`src/rtl/usb_status_pkg.sv`:
```
// Shared types and defaults for the status-screen UART scheduler.
package usb_status_pkg;

  localparam int FRAME_LEN_DEFAULT      = 330;
  localparam int REFRESH_CYCLES_DEFAULT = 4800000;

  typedef enum logic [1:0] {
    ST_IDLE    = 2'd0,
    ST_ANN_REQ = 2'd1,
    ST_ANN_CAP = 2'd2,
    ST_SEND    = 2'd3
  } sched_state_t;

  typedef enum logic {
    SRC_ANN = 1'b0,
    SRC_CON = 1'b1
  } tx_src_t;

  // Bits needed to hold 0..n-1, never less than one.
  function automatic int cnt_width(input int n);
    return (n < 2) ? 1 : $clog2(n);
  endfunction

endpackage

```
`src/rtl/refresh_ticker.sv`:
```
// Free-running refresh timer: one-cycle tick every REFRESH_CYCLES clocks.
module refresh_ticker
  import usb_status_pkg::*;
#(
  parameter int REFRESH_CYCLES = REFRESH_CYCLES_DEFAULT
) (
  input  logic clk48,
  input  logic rst,
  output logic tick
);

  localparam int            CW   = cnt_width(REFRESH_CYCLES);
  localparam logic [CW-1:0] LAST = CW'(REFRESH_CYCLES - 1);

  logic [CW-1:0] cnt;

  assign tick = (cnt == LAST);

  always_ff @(posedge clk48 or posedge rst) begin
    if (rst) begin
      cnt <= '0;
    end else if (tick) begin
      cnt <= '0;
    end else begin
      cnt <= cnt + CW'(1);
    end
  end

endmodule

```
`src/rtl/status_tx_scheduler.sv`:
```
// Arbitrates annunciator status frames and console bytes onto one UART byte stream.
//   state   | meaning
//   IDLE    | nothing in flight; pick frame or console byte
//   ANN_REQ | pulse ann_inc to fetch the next frame byte
//   ANN_CAP | capture ann_q into the transmit holding register
//   SEND    | offer tx_data until the UART takes it (src = ANN or CON)
module status_tx_scheduler
  import usb_status_pkg::*;
#(
  parameter int FRAME_LEN      = FRAME_LEN_DEFAULT,
  parameter int REFRESH_CYCLES = REFRESH_CYCLES_DEFAULT
) (
  input  logic       clk48,
  input  logic       rst,
  output logic       ann_inc,
  input  logic [7:0] ann_q,
  input  logic       con_valid,
  input  logic [7:0] con_data,
  output logic       con_ready,
  output logic       tx_valid,
  output logic [7:0] tx_data,
  input  logic       tx_ready,
  output logic       frame_active,
  output logic       frame_overrun
);

  localparam int            BW    = cnt_width(FRAME_LEN);
  localparam logic [BW-1:0] BLAST = BW'(FRAME_LEN - 1);

  sched_state_t  state, state_nxt;
  tx_src_t       src, src_nxt;
  logic [7:0]    tx_data_nxt;
  logic [BW-1:0] byte_cnt, byte_cnt_nxt;
  logic          frame_active_nxt;
  logic          frame_pend, frame_pend_nxt;
  logic          frame_overrun_nxt;
  logic          last_was_frame, last_was_frame_nxt;
  logic          frame_start;
  logic          con_take;
  logic          tick;

  refresh_ticker #(
    .REFRESH_CYCLES(REFRESH_CYCLES)
  ) u_ticker (
    .clk48(clk48),
    .rst  (rst),
    .tick (tick)
  );

  // Keep the handshake quiet while reset is held, since IDLE is the reset state.
  assign con_ready = con_take & ~rst;

  always_ff @(posedge clk48 or posedge rst) begin
    if (rst) begin
      state          <= ST_IDLE;
      src            <= SRC_ANN;
      tx_data        <= 8'h00;
      byte_cnt       <= '0;
      frame_active   <= 1'b0;
      frame_pend     <= 1'b0;
      frame_overrun  <= 1'b0;
      last_was_frame <= 1'b0;
    end else begin
      state          <= state_nxt;
      src            <= src_nxt;
      tx_data        <= tx_data_nxt;
      byte_cnt       <= byte_cnt_nxt;
      frame_active   <= frame_active_nxt;
      frame_pend     <= frame_pend_nxt;
      frame_overrun  <= frame_overrun_nxt;
      last_was_frame <= last_was_frame_nxt;
    end
  end

  always_comb begin
    state_nxt          = state;
    src_nxt            = src;
    tx_data_nxt        = tx_data;
    byte_cnt_nxt       = byte_cnt;
    frame_active_nxt   = frame_active;
    last_was_frame_nxt = last_was_frame;
    frame_start        = 1'b0;
    con_take           = 1'b0;
    ann_inc            = 1'b0;
    tx_valid           = 1'b0;

    case (state)
      ST_IDLE: begin
        // A pending frame wins unless a frame just went out; then the console gets one byte.
        if (frame_pend && !last_was_frame) begin
          frame_start = 1'b1;
        end else if (con_valid) begin
          con_take    = 1'b1;
          tx_data_nxt = con_data;
          src_nxt     = SRC_CON;
          state_nxt   = ST_SEND;
        end else if (frame_pend) begin
          frame_start = 1'b1;
        end
        if (frame_start) begin
          byte_cnt_nxt     = '0;
          frame_active_nxt = 1'b1;
          state_nxt        = ST_ANN_REQ;
        end
      end
      ST_ANN_REQ: begin
        ann_inc   = 1'b1;
        state_nxt = ST_ANN_CAP;
      end
      ST_ANN_CAP: begin
        tx_data_nxt = ann_q;
        src_nxt     = SRC_ANN;
        state_nxt   = ST_SEND;
      end
      ST_SEND: begin
        tx_valid = 1'b1;
        if (tx_ready) begin
          if (src == SRC_ANN) begin
            if (byte_cnt == BLAST) begin
              byte_cnt_nxt       = '0;
              frame_active_nxt   = 1'b0;
              last_was_frame_nxt = 1'b1;
              state_nxt          = ST_IDLE;
            end else begin
              byte_cnt_nxt = byte_cnt + BW'(1);
              state_nxt    = ST_ANN_REQ;
            end
          end else begin
            last_was_frame_nxt = 1'b0;
            state_nxt          = ST_IDLE;
          end
        end
      end
      default: state_nxt = ST_IDLE;
    endcase

    // A tick coinciding with frame start re-arms the next frame rather than overrunning.
    frame_pend_nxt    = tick | (frame_pend & ~frame_start);
    frame_overrun_nxt = frame_overrun | (tick & frame_pend & ~frame_start);
  end

endmodule

```
`config.mk`:
```
export PLATFORM = sky130hd
export DESIGN_NAME = status_tx_scheduler
export DESIGN_NICKNAME = d
export VERILOG_FILES = /design/src/rtl/usb_status_pkg.sv /design/src/rtl/refresh_ticker.sv /design/src/rtl/status_tx_scheduler.sv
export SDC_FILE = /design/constraint.sdc
export NUM_CORES = 1
export LEC_CHECK = 0
export ABC_CLOCK_PERIOD_IN_PS = 2750
export BUFFER_PORTS_ARGS = -buffer_cell sky130_fd_sc_hd__buf_2
export CAP_MARGIN = 20
export CORE_AREA = 2 2 70 72
export CTS_CLUSTER_DIAMETER = 80
export DETAILED_ROUTE_END_ITERATION = 7
export DIE_AREA = 0 0 72 74
export GPL_TIMING_DRIVEN = 1
export MAX_ROUTING_LAYER = met4
export PLACE_DENSITY_LB_ADDON = 0.3
export SYNTH_ARGS = -nofsm -noshare
export SYNTH_HDL_FRONTEND = slang
export SYNTH_SLANG_ARGS = --single-unit
```
`constraint.sdc`:
```
create_clock -name clk48 -period 2.75 [get_ports clk48]
set_input_delay 0 -clock clk48 [delete_from_list [all_inputs] [get_ports clk48]]
set_output_delay 0 -clock clk48 [all_outputs]
set_load 0.005 [all_outputs]
```
==> impl_metrics.csv <==
group,metric,value,unit
sta,skew,0.00772,ns
finish,fillerInstances,386,
cts,numCtsBuffers,5,
cts,htreeDepth,2,
yosys,yosysTopAreaCellShare,48.1,%
die,die-area,5330,µm²
cts,clock_path_buffers,2,
sta,hold_viol,0,
yosys,seq_area_frac_synth,48.1,%
sta,slew_violations,0,
sta,fin_crit_sh,77.9,%
yosys,syn-num-nets,256,
yosys,yosysWarnings,0,
sta,rsz0062_at_grt,"no",
die,core,4600,µm²
die,ios,33,
cts,cts_root_buffer,"clkbuf_8",
worst_setup_path,reg2reg_from,"state[0]$_DFFE_PP0P_",
yosys,synth-seq-cells,47,
sta,tightestPinTransition,0.571,ns
finish,diodes,0,
detailed_routing,wl,4.45,mm
cts,tritoncts,"built",
hold_path,hold_start,"ann_q[7]",
power_and_ir_drop,power_density,779,nW/µm²
sta,finalSetupViolCount,0,
hold_path,hp-class,"in2reg",
yosys,synth_top_cell_by_area,"dfrtp_1",
worst_setup_path,start_kind,"register",
die,die_x,72,µm
sta,max_freq,0.467,GHz
grt,grt_pass1_wl,7.87,mm
yosys,avgSynthCellArea,10.7,µm²
finish,drive_gt1_share,27.3,%
sta,timing.hold.ws,0.0447,ns
yosys,synth_cell_type_count,44,
sta,max_slew_margin,61.9,%
placed_design,io_buffers,32,
finish,nets,293,
cts,clk_latency,0.31,ns
yosys,synthTopCellsByArea,"dfrtp_1 (48%), mux2_2 (7.4%), xnor2_1 (4.3%), nor2_1 (3.7%), ha_1 (3.6%)",
cts,cts.sinks,47,
grt,globalRoute.totalOverflow,0,
placed_design,place_congestion,0.792,
placed_design,dp_hpwl,3.10,mm
worst_setup_path,startpoint,"state[0]$_DFFE_PP0P_",
yosys,synthCells,229,
power_and_ir_drop,power.leakage,1.29,nW
detailed_routing,vias_per_cell,5.44,
worst_setup_path,worstPathArrival,2.32,ns
yosys,yosysMostFrequentCell,"dfrtp_1",
worst_setup_path,crit_fanout,12,
worst_setup_path,crit_path_end_kind,"register",
power_and_ir_drop,vdd_drop_max,0.456,mV
yosys,synth.cell_area,2450,µm²
worst_setup_path,cp.required,2.93,ns
detailed_routing,postRouteAntennaNets,0,
finish,syn_to_final_growth,15.2,%
detailed_routing,vias,1746,
detailed_routing,drtIter0Drc,79,
grt,grt_start_max_net_pins,48,
grt,track_usage,19.8,%
yosys,ys_dominant_reg_cell,"dfrtp_1",
detailed_routing,wl_per_cell,13.9,µm
cts,clk_pin_slew_worst_paths,0.09,ns
die,initial_core_util,53.2,%
sta,period_needed,2.14,ns
yosys,netlist_top_cells_count,"dfrtp_1 (47), nor2_1 (24), nand3_1 (17)",
yosys,synth-edff-count,0,
detailed_routing,drc,0,
worst_setup_path,critPathKind,"reg2reg",
detailed_routing,firstDrtPassIters,4,
die,fp.dieH,74,µm
die,placementRows,25,
yosys,postSynth.asyncResetShare,100,%
run,max_cap_violations,0,
grt,antenna_found_initial,0,
cts,cts_resized,0,
grt,first_global_vias,1721,
sta,fin_setup_tns,0,ns
cts,postCtsSetupRepairBufs,0,
run_status,status,"complete, no violations",
-- final cells by class --
| type | count | area, µm² | area share, % |
|---|---|---|---|
| Clock buffer | 5 | 68.8 | 2.44 |
| Inverter | 9 | 33.8 | 1.20 |
| Timing Repair Buffer | 36 | 195 | 6.93 |
| Clock inverter | 3 | 67.6 | 2.40 |
| Multi-Input combinational cell | 167 | 1210 | 42.9 |
| Sequential cell | 47 | 1180 | 41.7 |
| Tap cell | 54 | 67.6 | 2.40 |
-- layout by cell type (no fill, tap or decap), types with 3 or more instances in the layout --
cell type  netlist  layout
dfrtp_1         47      47
buf_2            1      32
nor2_1          24      24
nand3_1         17      17
mux2_2          16      16
nand2_1         15      15
xnor2_1         12      12
o21ai_0          9       9
inv_1            9       8
and3_1           8       8
xor2_1           7       7
ha_1             7       7
o21ai_1          5       5
o31ai_1          5       5
clkbuf_8         0       5
nand4_1          4       4
o211ai_1         3       3
nand2b_1         3       3
and4_1           3       3
nand3_2          3       3
-- through the flow --
stage | power, mW | setup slack [ns] | std cells | area (µm²) | util, %
floorplan | 1.39 | 0.957 | 229 | 2450 | -
CTS | 2.21 | 0.596 | 321 | 2820 | 61.3
global route | 2.35 | 0.400 | 321 | 2820 | 61.3
finish | 2.19 | 0.608 | 321 | 2820 | 61.3
global placement | 1.59 | 0.703 | 311 | 2660 | 57.9
detailed placement | 1.61 | 0.605 | 311 | 2660 | 57.9
-- kinds of logic (layout without fill, tap and decap cells) --
| family | count (synthesis) | count (layout) | share of synthesized area (%) |
|---|---|---|---|
| flops | 47 | 47 | 48.1 |
| fa+ha+maj | 7 | 7 | 3.58 |
| xor+xnor | 19 | 19 | 6.80 |
| mux | 16 | 16 | 7.37 |
| compound gates | 36 | 36 | 11.3 |
| buf+inv | 15 | 53 | 2.51 |
| simple gates | 89 | 89 | 20.4 |
-- worst max-delay path, cell delays in order, from the launching register on --
cell	delay [ns]
dfrtp_1	0.44
inv_1	0.10
ha_1	0.37
inv_1	0.12
a21o_1	0.17
o211ai_1	0.08
buf_4	0.20
nand2b_1	0.38
o21ai_0	0.15
-- path summary, 6_finish.rpt --
kind	endpoint	slack [ns]	cells past startpoint
max	byte_cnt[2]$_DFFE_PP0P_	0.61	8
min	tx_data[7]$_DFFE_PP0P_	0.04	3
max reg2reg	byte_cnt[2]$_DFFE_PP0P_	0.61	8
min reg2reg	frame_overrun$_DFF_PP0_	0.48	1
max in group asynchronous	u_ticker.cnt[0]$_DFF_PP0_	1.97	4
min in group asynchronous	state[1]$_DFFE_PP0P_	0.38	4
-- what timing repair did --
item,in CTS,in global routing
endpoints found under the setup margin,0,0
hold endpoints to repair,48,0
hold buffers,2,0
-- registers in the layout, summed over array words and instances, names as in the netlist --
signal          count
byte_cnt            9
frame_active        1
frame_overrun       1
frame_pend          1
last_was_frame      1
src                 1
state               2
tx_data             8
u_ticker.cnt       23
-- report_power, final --
part           switching, mW  internal [mW]  leakage (nW)  total, mW
logic                  0.370          0.356         0.610      0.726
clock network          0.234          0.362        0.0644      0.596
registers             0.0734          0.798         0.614      0.872
-- routing by layer --
layer | part of all wire (%) | global-route usage (%) | vias to the layer above | routed length [µm]
li1 | - | - | 887 | -
met1 | 47 | 25.0 | 840 | 2110
met2 | 49 | 31.5 | 15 | 2180
met3 | 2.3 | 4.88 | 4 | 104
met4 | 1.1 | 6.92 | 0 | 50
met5 | 0 | - | - | 0
Note: power is estimated with default switching activity, not from simulation.
